$ cat src/rtl/fft_pkg.sv
// Shared constants and elaboration-time helpers for the FFT stage control logic.
// This package builds the quarter-wave cosine table and provides the log2 helper.
package fft_pkg;

  localparam int FRAC = 10;

  function automatic int log2(input int v);
    int r;
    r = 0;
    for (int i = 0; i < 31; i++) begin
      if ((1 << i) < v) r = i + 1;
    end
    return r;
  endfunction

  // round(2^frac_bits * cos(2*pi*j/n)) for j in 0..n/4. The argument stays in
  // [0, pi/2], so a Taylor series is accurate, and the value is never negative.
  // Adding one half before truncating therefore rounds half away from zero.
  function automatic int quarter_cos(input int n, input int frac_bits, input int j);
    real x;
    real term;
    real sum;
    real scale;
    x = 2.0 * 3.14159265358979323846 * real'(j) / real'(n);
    term = 1.0;
    sum = 1.0;
    for (int i = 1; i <= 12; i++) begin
      term = -term * x * x / real'((2 * i - 1) * (2 * i));
      sum = sum + term;
    end
    scale = 1.0;
    for (int i = 0; i < frac_bits; i++) scale = scale * 2.0;
    return $rtoi(sum * scale + 0.5);
  endfunction

endpackage

$ cat src/rtl/twiddle_rom.sv
// Quarter-wave twiddle lookup: k in 0..N/2-1 maps to c = cos and s = -sin,
// both in Q-format, by folding k onto the table Q[0..N/4].
module twiddle_rom
  import fft_pkg::*;
#(
  parameter int width = 12,
  parameter int frac  = FRAC,
  parameter int N     = 16,
  localparam int KW   = log2(N) - 1
) (
  input  logic [KW-1:0]    k,
  output logic [width-1:0] c,
  output logic [width-1:0] s
);

  localparam int QN = N / 4;
  localparam logic [KW-1:0] QTR = KW'(QN);

  logic signed [width-1:0] q_tab [0:QN];

  for (genvar j = 0; j <= QN; j++) begin : g_tab
    assign q_tab[j] = width'(quarter_cos(N, frac, j));
  end

  logic [KW-1:0] ci;
  logic [KW-1:0] si;
  logic          upper;

  always_comb begin
    upper = (k > QTR);
    ci    = k;
    si    = QTR - k;
    if (upper) begin
      // N/2 == 2**KW, so N/2 - k is simply -k in KW bits.
      ci = -k;
      si = k - QTR;
    end
    c = upper ? -q_tab[ci] : q_tab[ci];
    s = -q_tab[si];
  end

endmodule

$ cat src/rtl/twiddle_sequencer.sv
// Tracks the word-serial complex stream of one FFT stage and emits the rotator's
// cosine/sine coefficients and re/im select, registered one cycle after each word.
module twiddle_sequencer
  import fft_pkg::*;
#(
  parameter int width     = 12,
  parameter int frac      = FRAC,
  parameter int N         = 16,
  parameter int stage_idx = 1
) (
  input  logic             clk,
  input  logic             rst,
  input  logic             in_valid,
  input  logic             sof,
  output logic [width-1:0] c,
  output logic [width-1:0] s,
  output logic             sel_1,
  output logic             out_valid,
  output logic             resync
);

  localparam int LN   = log2(N);
  localparam int KW   = LN - 1;
  localparam int SH   = stage_idx - 1;
  localparam int L    = N >> SH;
  localparam int HALF = L / 2;
  localparam logic [width-1:0] ONE = width'(1 << frac);

  // The identity coefficient 2^frac must fit in a signed width-bit word.
  if (frac > width - 2) begin : g_bad_frac
    $error("twiddle_sequencer: 2^frac does not fit in width signed bits");
  end

  // Handshake: a word is accepted on every clock edge where in_valid is high
  // (there is no backpressure); out_valid marks the registered result of the
  // word accepted on the previous edge, and the coefficient outputs hold otherwise.
  logic [LN:0]      wc_q, wc_d;
  logic [width-1:0] c_q, c_d;
  logic [width-1:0] s_q, s_d;
  logic             sel_q, sel_d;
  logic             ov_q, ov_d;
  logic             rs_q, rs_d;

  logic [LN:0]      wc_eff;
  logic [LN-1:0]    n;
  logic [LN-1:0]    p;
  logic [KW-1:0]    k;
  logic [width-1:0] rom_c;
  logic [width-1:0] rom_s;

  twiddle_rom #(
    .width (width),
    .frac  (frac),
    .N     (N)
  ) u_rom (
    .k (k),
    .c (rom_c),
    .s (rom_s)
  );

  always_comb begin
    // A qualified sof forces this word to position 0 of a frame.
    wc_eff = (in_valid && sof) ? '0 : wc_q;
    n      = wc_eff[LN:1];
    p      = n & LN'(L - 1);
    if (p < LN'(HALF)) k = '0;
    else               k = KW'((p - LN'(HALF)) << SH);
  end

  always_comb begin
    wc_d  = wc_q;
    c_d   = c_q;
    s_d   = s_q;
    sel_d = sel_q;
    ov_d  = 1'b0;
    rs_d  = 1'b0;
    if (in_valid) begin
      // Counter width makes 2N-1 + 1 wrap to 0 without any sof.
      wc_d  = wc_eff + 1'b1;
      c_d   = rom_c;
      s_d   = rom_s;
      sel_d = wc_eff[0];
      ov_d  = 1'b1;
      rs_d  = sof && (wc_q != '0);
    end
  end

  always_ff @(posedge clk) begin
    if (rst) begin
      wc_q  <= '0;
      c_q   <= ONE;
      s_q   <= '0;
      sel_q <= 1'b0;
      ov_q  <= 1'b0;
      rs_q  <= 1'b0;
    end else begin
      wc_q  <= wc_d;
      c_q   <= c_d;
      s_q   <= s_d;
      sel_q <= sel_d;
      ov_q  <= ov_d;
      rs_q  <= rs_d;
    end
  end

  assign c         = c_q;
  assign s         = s_q;
  assign sel_1     = sel_q;
  assign out_valid = ov_q;
  assign resync    = rs_q;

endmodule
$ cat config.mk
export PLATFORM = sky130hd
export DESIGN_NAME = twiddle_sequencer
export DESIGN_NICKNAME = d
export VERILOG_FILES = /design/src/rtl/fft_pkg.sv /design/src/rtl/twiddle_rom.sv /design/src/rtl/twiddle_sequencer.sv
export SDC_FILE = /design/constraint.sdc
export NUM_CORES = 1
export LEC_CHECK = 0
export ABC_CLOCK_PERIOD_IN_PS = 4900
export CORE_MARGIN = 3
export CORE_UTILIZATION = 50
export CTS_CLUSTER_SIZE = 8
export DETAILED_ROUTE_END_ITERATION = 6
export GPL_TIMING_DRIVEN = 0
export PLACE_DENSITY_LB_ADDON = 0.08
export RECOVER_POWER = 100
export SLEW_MARGIN = 5
export SYNTH_ARGS = -nofsm -noshare
export SYNTH_HDL_FRONTEND = slang
export SYNTH_SLANG_ARGS = --single-unit
$ cat constraint.sdc
create_clock -name clk -period 4.9 [get_ports clk]
set_clock_uncertainty 0.15 [all_clocks]
set_input_delay 0.735 -clock clk [delete_from_list [all_inputs] [get_ports clk]]
set_output_delay 0.735 -clock clk [all_outputs]
set_load 0.05 [all_outputs]
-- Word-level counts from Yosys, hierarchy flattened
Memories as Yosys holds them, arrays and structs flattened.
Cells that the tools add are included.
- flip-flop bits (word level): 32
- bits in read-only memories: 192
- input bits: 4
- output and inout bits: 27
- logic and storage cells: 36
- memories: 2
- add/sub/neg operators: 7
- magnitude comparators: 4
- mux-type cells: 10
- bitwise gates (word level): 3
- reduce and logical (&&, ||, !) cells: 4
- memories (name ; words ; width ; rd ports ; clocked after Yosys merged registers in ; write ports ; RTL line ; text):
    (name not given) ; 8 ; 12 ; 1 ; 0 ; 0 ; twiddle_rom.sv:39 ; s = -q_tab[si];
    (name not given) ; 8 ; 12 ; 1 ; 0 ; 0 ; twiddle_rom.sv:38 ; c = upper ? -q_tab[ci] : q_tab[ci];
- operators with widths (cell ; count):
    $mux 12 ; 5
    $neg 12->12 ; 2
    $mux 3 ; 3
    $ge 4x4->1 const B ; 2
    $not 3->4 ; 2
    $add 5x1->5 const B ; 1
    $mux 5 ; 1
    $reduce_bool 5->1 ; 1
    $lt 4x4->1 const B ; 1
    $gt 3x3->1 const B ; 1
    $neg 3->3 ; 1
    $sub 3x1->3 const B ; 1
    $sub 3x3->3 const A ; 1
    $sub 3x3->3 const B ; 1
    $logic_and 1x1->1 ; 2
    $reduce_or 2->1 ; 1
    $mux 1 ; 1
    $not 1->1 ; 1

-- Longest topological paths before layout
- depth in word-level cells: 12
- gate-level depth with buffers: 15
- mapped depth without buffers: 13

-- Cells and area by module
A second synthesis with hierarchy kept.
- cell total of the unflattened synthesis: 197
- area total of the unflattened synthesis: 1781.7 µm²
- modules (own cells, without submodules) (module ; instances ; cells each ; area each (µm²) ; sequential area each (µm²)):
    twiddle_sequencer ; 1 ; 120 ; 1244.9 ; 640.6
    twiddle_rom ; 1 ; 77 ; 536.8 ; 0.0

-- Least setup slack after synthesis
Ideal clock, no wire load.
- path kind: input to register
- start: in sof
- end: reg c_q[9], in the netlist c[9]
- library setup time: 0.091 ns
- arrival time: 3.434 ns
- data required time: 4.659 ns
- setup slack: 1.225 ns
- stages: 12
- buffers on the path: 2
- cell sequence: and2_1 -> clkbuf_1 -> nor2_1 -> inv_1 -> ha_1 -> buf_2 -> inv_1 -> nand3_1 -> mux2_2 -> ha_1 -> or4_1 -> a311oi_1
- word-level cells in the longest chain between the ends: 12
- elaborated cells on any way between the ends: 14
- classes of those cells: add/sub: 3; order compare: 2; mux: 6; bitwise: 1; reduce/logical: 1; memory: 1
- ends and longest elaborated chain (element ; RTL line ; text):
    start, declared ; twiddle_sequencer.sv:14 ; input logic sof,
    $logic_and 1x1->1 (*) ; twiddle_sequencer.sv:63 ; wc_eff = (in_valid && sof) ? '0 : wc_q;
    $mux 5 (*) ; twiddle_sequencer.sv:63 ;
    $lt 4x4->1 / $sub 3x1->3 (equally long branches) ; twiddle_sequencer.sv:66, twiddle_sequencer.sv:67 ;
    $mux 3 (*) ; twiddle_sequencer.sv:66 ; if (p < LN'(HALF)) k = '0;
    $neg 3->3 / $gt 3x3->1 (equally long branches) ; twiddle_rom.sv:35, twiddle_rom.sv:30 ;
    $mux 3 ; twiddle_rom.sv:33 ; if (upper) begin
    $not 3->4 (not written as such) ; twiddle_rom.sv:38 ;
    $mem_v2 8x12 ; n/a ;
    $mux 12 (not written as such) (2 in series) ; twiddle_rom.sv:38 ;
    $neg 12->12 ; twiddle_rom.sv:38 ;
    $mux 12 (*) ; twiddle_rom.sv:38 ;
    end signal, assigned ; twiddle_sequencer.sv:91 ; c_q <= ONE;
    end signal, assigned ; twiddle_sequencer.sv:98 ; c_q <= c_d;
    end, declared ; twiddle_sequencer.sv:38 ; logic [width-1:0] c_q, c_d;
Mark *: on every way between the ends. The rest lies on a longest branch, timed or not. The select of a mux whose other input is x is not followed.
A chain may end at the register's enable or synchronous reset.

-- Final worst setup path
Same ends and word-level chain as after synthesis.

==> metrics <==
result of the run=completed; number of antenna violations at the first check in global routing=0; area of the die=3630 um^2; cell count along the critical path=13; final clock period utilization by the worst path=0.911; First-pass DRT Iterations=4; worst path buffer plus inverter count=5; Cell Chain, Critical Path=dlygate4sd3_1 > and2_0 > clkbuf_1 > nor2_1 > inv_1 > ha_1 > buf_2 > inv_1 > nand3_1 > mux2_2 > ha_1 > or4_1 > a311oi_1; net total in the final layout=218; post-cts repair resize count=0; final hold vios=0; number of placement rows=19; number of buffers added by the clock tree synthesis step=3; count of input and output buffers=26; final critical-path required period=4.47 ns; Async SR Flop Fraction=0; HPWL after detailed placement=2670 um; required time of the worst setup path=5.02 ns; P per Cell Area=232 nW/um^2; number of remaining DRC errors=0; CTS Hold Buffers Added=0; Gate Count Post-Synth=172; number of sinks driven by the clock tree=28; worst endpoint data arrival time=4.59 ns; clock edge transition at the registers on the reported setup and hold paths=0.15 ns; H-tree level count=1; setup repair after global routing missed its margin=false; setup_tns=0 ns; synthesized cell area=1470 um^2; number of nets with antenna violations after detailed routing=0; maximum number of pins on one net before global-route repair=16; crit-path leading delay family=buffers and inverters; Cell variety after synth=42; global route overflow=0; number of ports placed on the die boundary=31; # Post-CTS Setup Buffers=0; area of placed instances=1780 um^2; number of DRC markers after the initial detailed-route iteration=57; mean routed wirelength per cell=15.3 um; sequential cell area in the final layout=561 um^2; effective utilization at floorplan=0.529; via count=1,432; count of state elements after synthesis=28; root buf cell=clkbuf_4; dominant synthesized flop cell=dfxtp_1; antenna diode instance count=0; CP max stage delay=0.64 ns; via density per instance=6.09; Final Max Tran Viols=0; clock tree from TritonCTS=built; Worst Max-Slew Pin Slew=0.526 ns; Synth warnings=0; Max Clock Freq=224 MHz; share of post-route cells with drive strength above 1=0.0588; first-pass GRT wire length=5970 um; RD Place Congestion=0.869; overall routed net length=3610 um; IR drop worst, VDD=0.000197 V; Lkg Pwr=0.742 nW; core area=2780 um^2; post-synthesis area per instance=8.56 um^2; relative slew slack=0.650; kind of path behind the tightest hold check=reg -> reg; Clock Tree Buf Depth=2; cell with the biggest individual delay on the critical path=dlygate4sd3_1; maximum fanout encountered on the critical timing path=10; element type at the critical path start=input pin; multi-input logic area=807 um^2; clock latency reported for the late side of the worst-skew pair=0.35 ns; overall fraction of global-route tracks in use=0.217; die height=60.3 um; via count of the first global-routing pass=1,308; post-synthesis sequential area ratio=0.381; Layout area overhead=23.2%; # fillers=239; number of enable flip-flop cells after synthesis=0; tightest hold margin=0.328 ns; type of element capturing the critical path=flop; FF-to-FF path depth=11; fraction of post-synthesis cell area in the top cell type by area=0.381; cell depth of the worst min-delay path=2; cell accounting for the most synthesized area=dfxtp_1; max-capacitance violation count=0; count of endpoints failing setup in the final report=0; top cells by area in the synthesized netlist=dfxtp_1 38%, ha_1 7.6%, a311oi_1 4.8%; final instance area=1810 um^2; x dimension of the die=60.3 um; worst setup path category=in -> reg
## where the power goes
part	leakage [nW]	internal, mW	switching (mW)
clock	0.0210	0.0457	0.0740
combinational	0.493	0.0182	0.0452
sequential	0.228	0.234	0.00389
## cell usage in the layout (no fill, tap or decap), drive strengths merged, types with 2 or more instances in the layout
cell type	Yosys	layout
conb	1	3
mux2i	5	5
ha	9	9
nor2b	3	3
nand2b	2	2
a21oi	7	7
buf	9	7
o21ai	6	6
or3	3	3
nand3	5	5
dfxtp	28	28
nand2	9	9
o31ai	3	3
and2	4	4
nor2	17	17
a32oi	2	2
o211ai	3	3
clkbuf	8	14
inv	8	8
or4	6	6
a31oi	4	4
nand4	5	5
dlygate4sd3	0	26
a311oi	8	8
nor3	2	2
## cell families (layout without fill, tap and decap cells)
| kind of cell | Yosys count | in the layout | share of synthesized area |
|---|---|---|---|
| compound gates | 42 | 42 | 0.203 |
| fa+ha+maj | 9 | 9 | 0.0765 |
| buf+inv | 25 | 55 | 0.0765 |
| flops | 28 | 28 | 0.381 |
| mux | 6 | 6 | 0.0416 |
| other cells | 1 | 3 | 0.00255 |
| simple gates | 61 | 61 | 0.219 |
## per-stage QoR
| stage | setup WS, ns | total power, mW | instances | utilization |
|---|---|---|---|---|
| after floorplan | 1.23 | 0.289 | 174 | - |
| after global placement | 0.260 | 0.307 | 231 | 0.640 |
| after detailed placement | 0.215 | 0.308 | 231 | 0.640 |
| after CTS | 0.568 | 0.422 | 235 | 0.653 |
| after global routing | 0.295 | 0.434 | 235 | 0.652 |
| final | 0.434 | 0.421 | 235 | 0.652 |
## metal layers
metal | up-vias | share of wire | wire length (um) | track usage
met5 | - | 0 | 0 | 0
met4 | 0 | 0.023 | 84 | 0.104
met3 | 10 | 0.074 | 266 | 0.0432
met2 | 61 | 0.47 | 1680 | 0.335
met1 | 669 | 0.44 | 1580 | 0.288
li1 | 692 | - | - | -
## cell usage after synthesis (all sizes together), types with 2 or more instances
master  number
mux2i        5
and2         4
nor2        17
or4          6
a32oi        2
nand2        9
nand4        5
ha           9
inv          8
a21oi        7
or3          3
a31oi        4
nand3        5
buf          9
dfxtp       28
clkbuf       8
o211ai       3
nor2b        3
o21ai        6
nand2b       2
o31ai        3
a311oi       8
nor3         2
## final timing paths
kind | slack [ns] | endpoint | start
setup / recovery | 0.43 | c[9] | sof
hold / removal | 0.33 | c[7] | c[7]
setup reg to reg | 1.34 | c[9] | wc_q[4]
hold reg to reg | 0.33 | c[7] | c[7]
## layout make-up
class / instances / area share
Inverter: 8 / 0.0166
Timing Repair Buffer: 26 / 0.143
Buffer: 17 / 0.0448
Multi-Input combinational cell: 121 / 0.445
Clock buffer: 4 / 0.0200
Sequential cell: 28 / 0.309
Tap cell: 31 / 0.0214
## registers in the layout (all words and copies together) (netlist names)
register,flops
c,11
out_valid,1
resync,1
s,9
sel_1,1
wc_q,5
## worst min-delay path: stages, from the launching register on
cell	delay, ns
dfxtp_1	0.34
nand2_1	0.06
a21oi_1	0.05
Power figures use the tool's default switching activity.
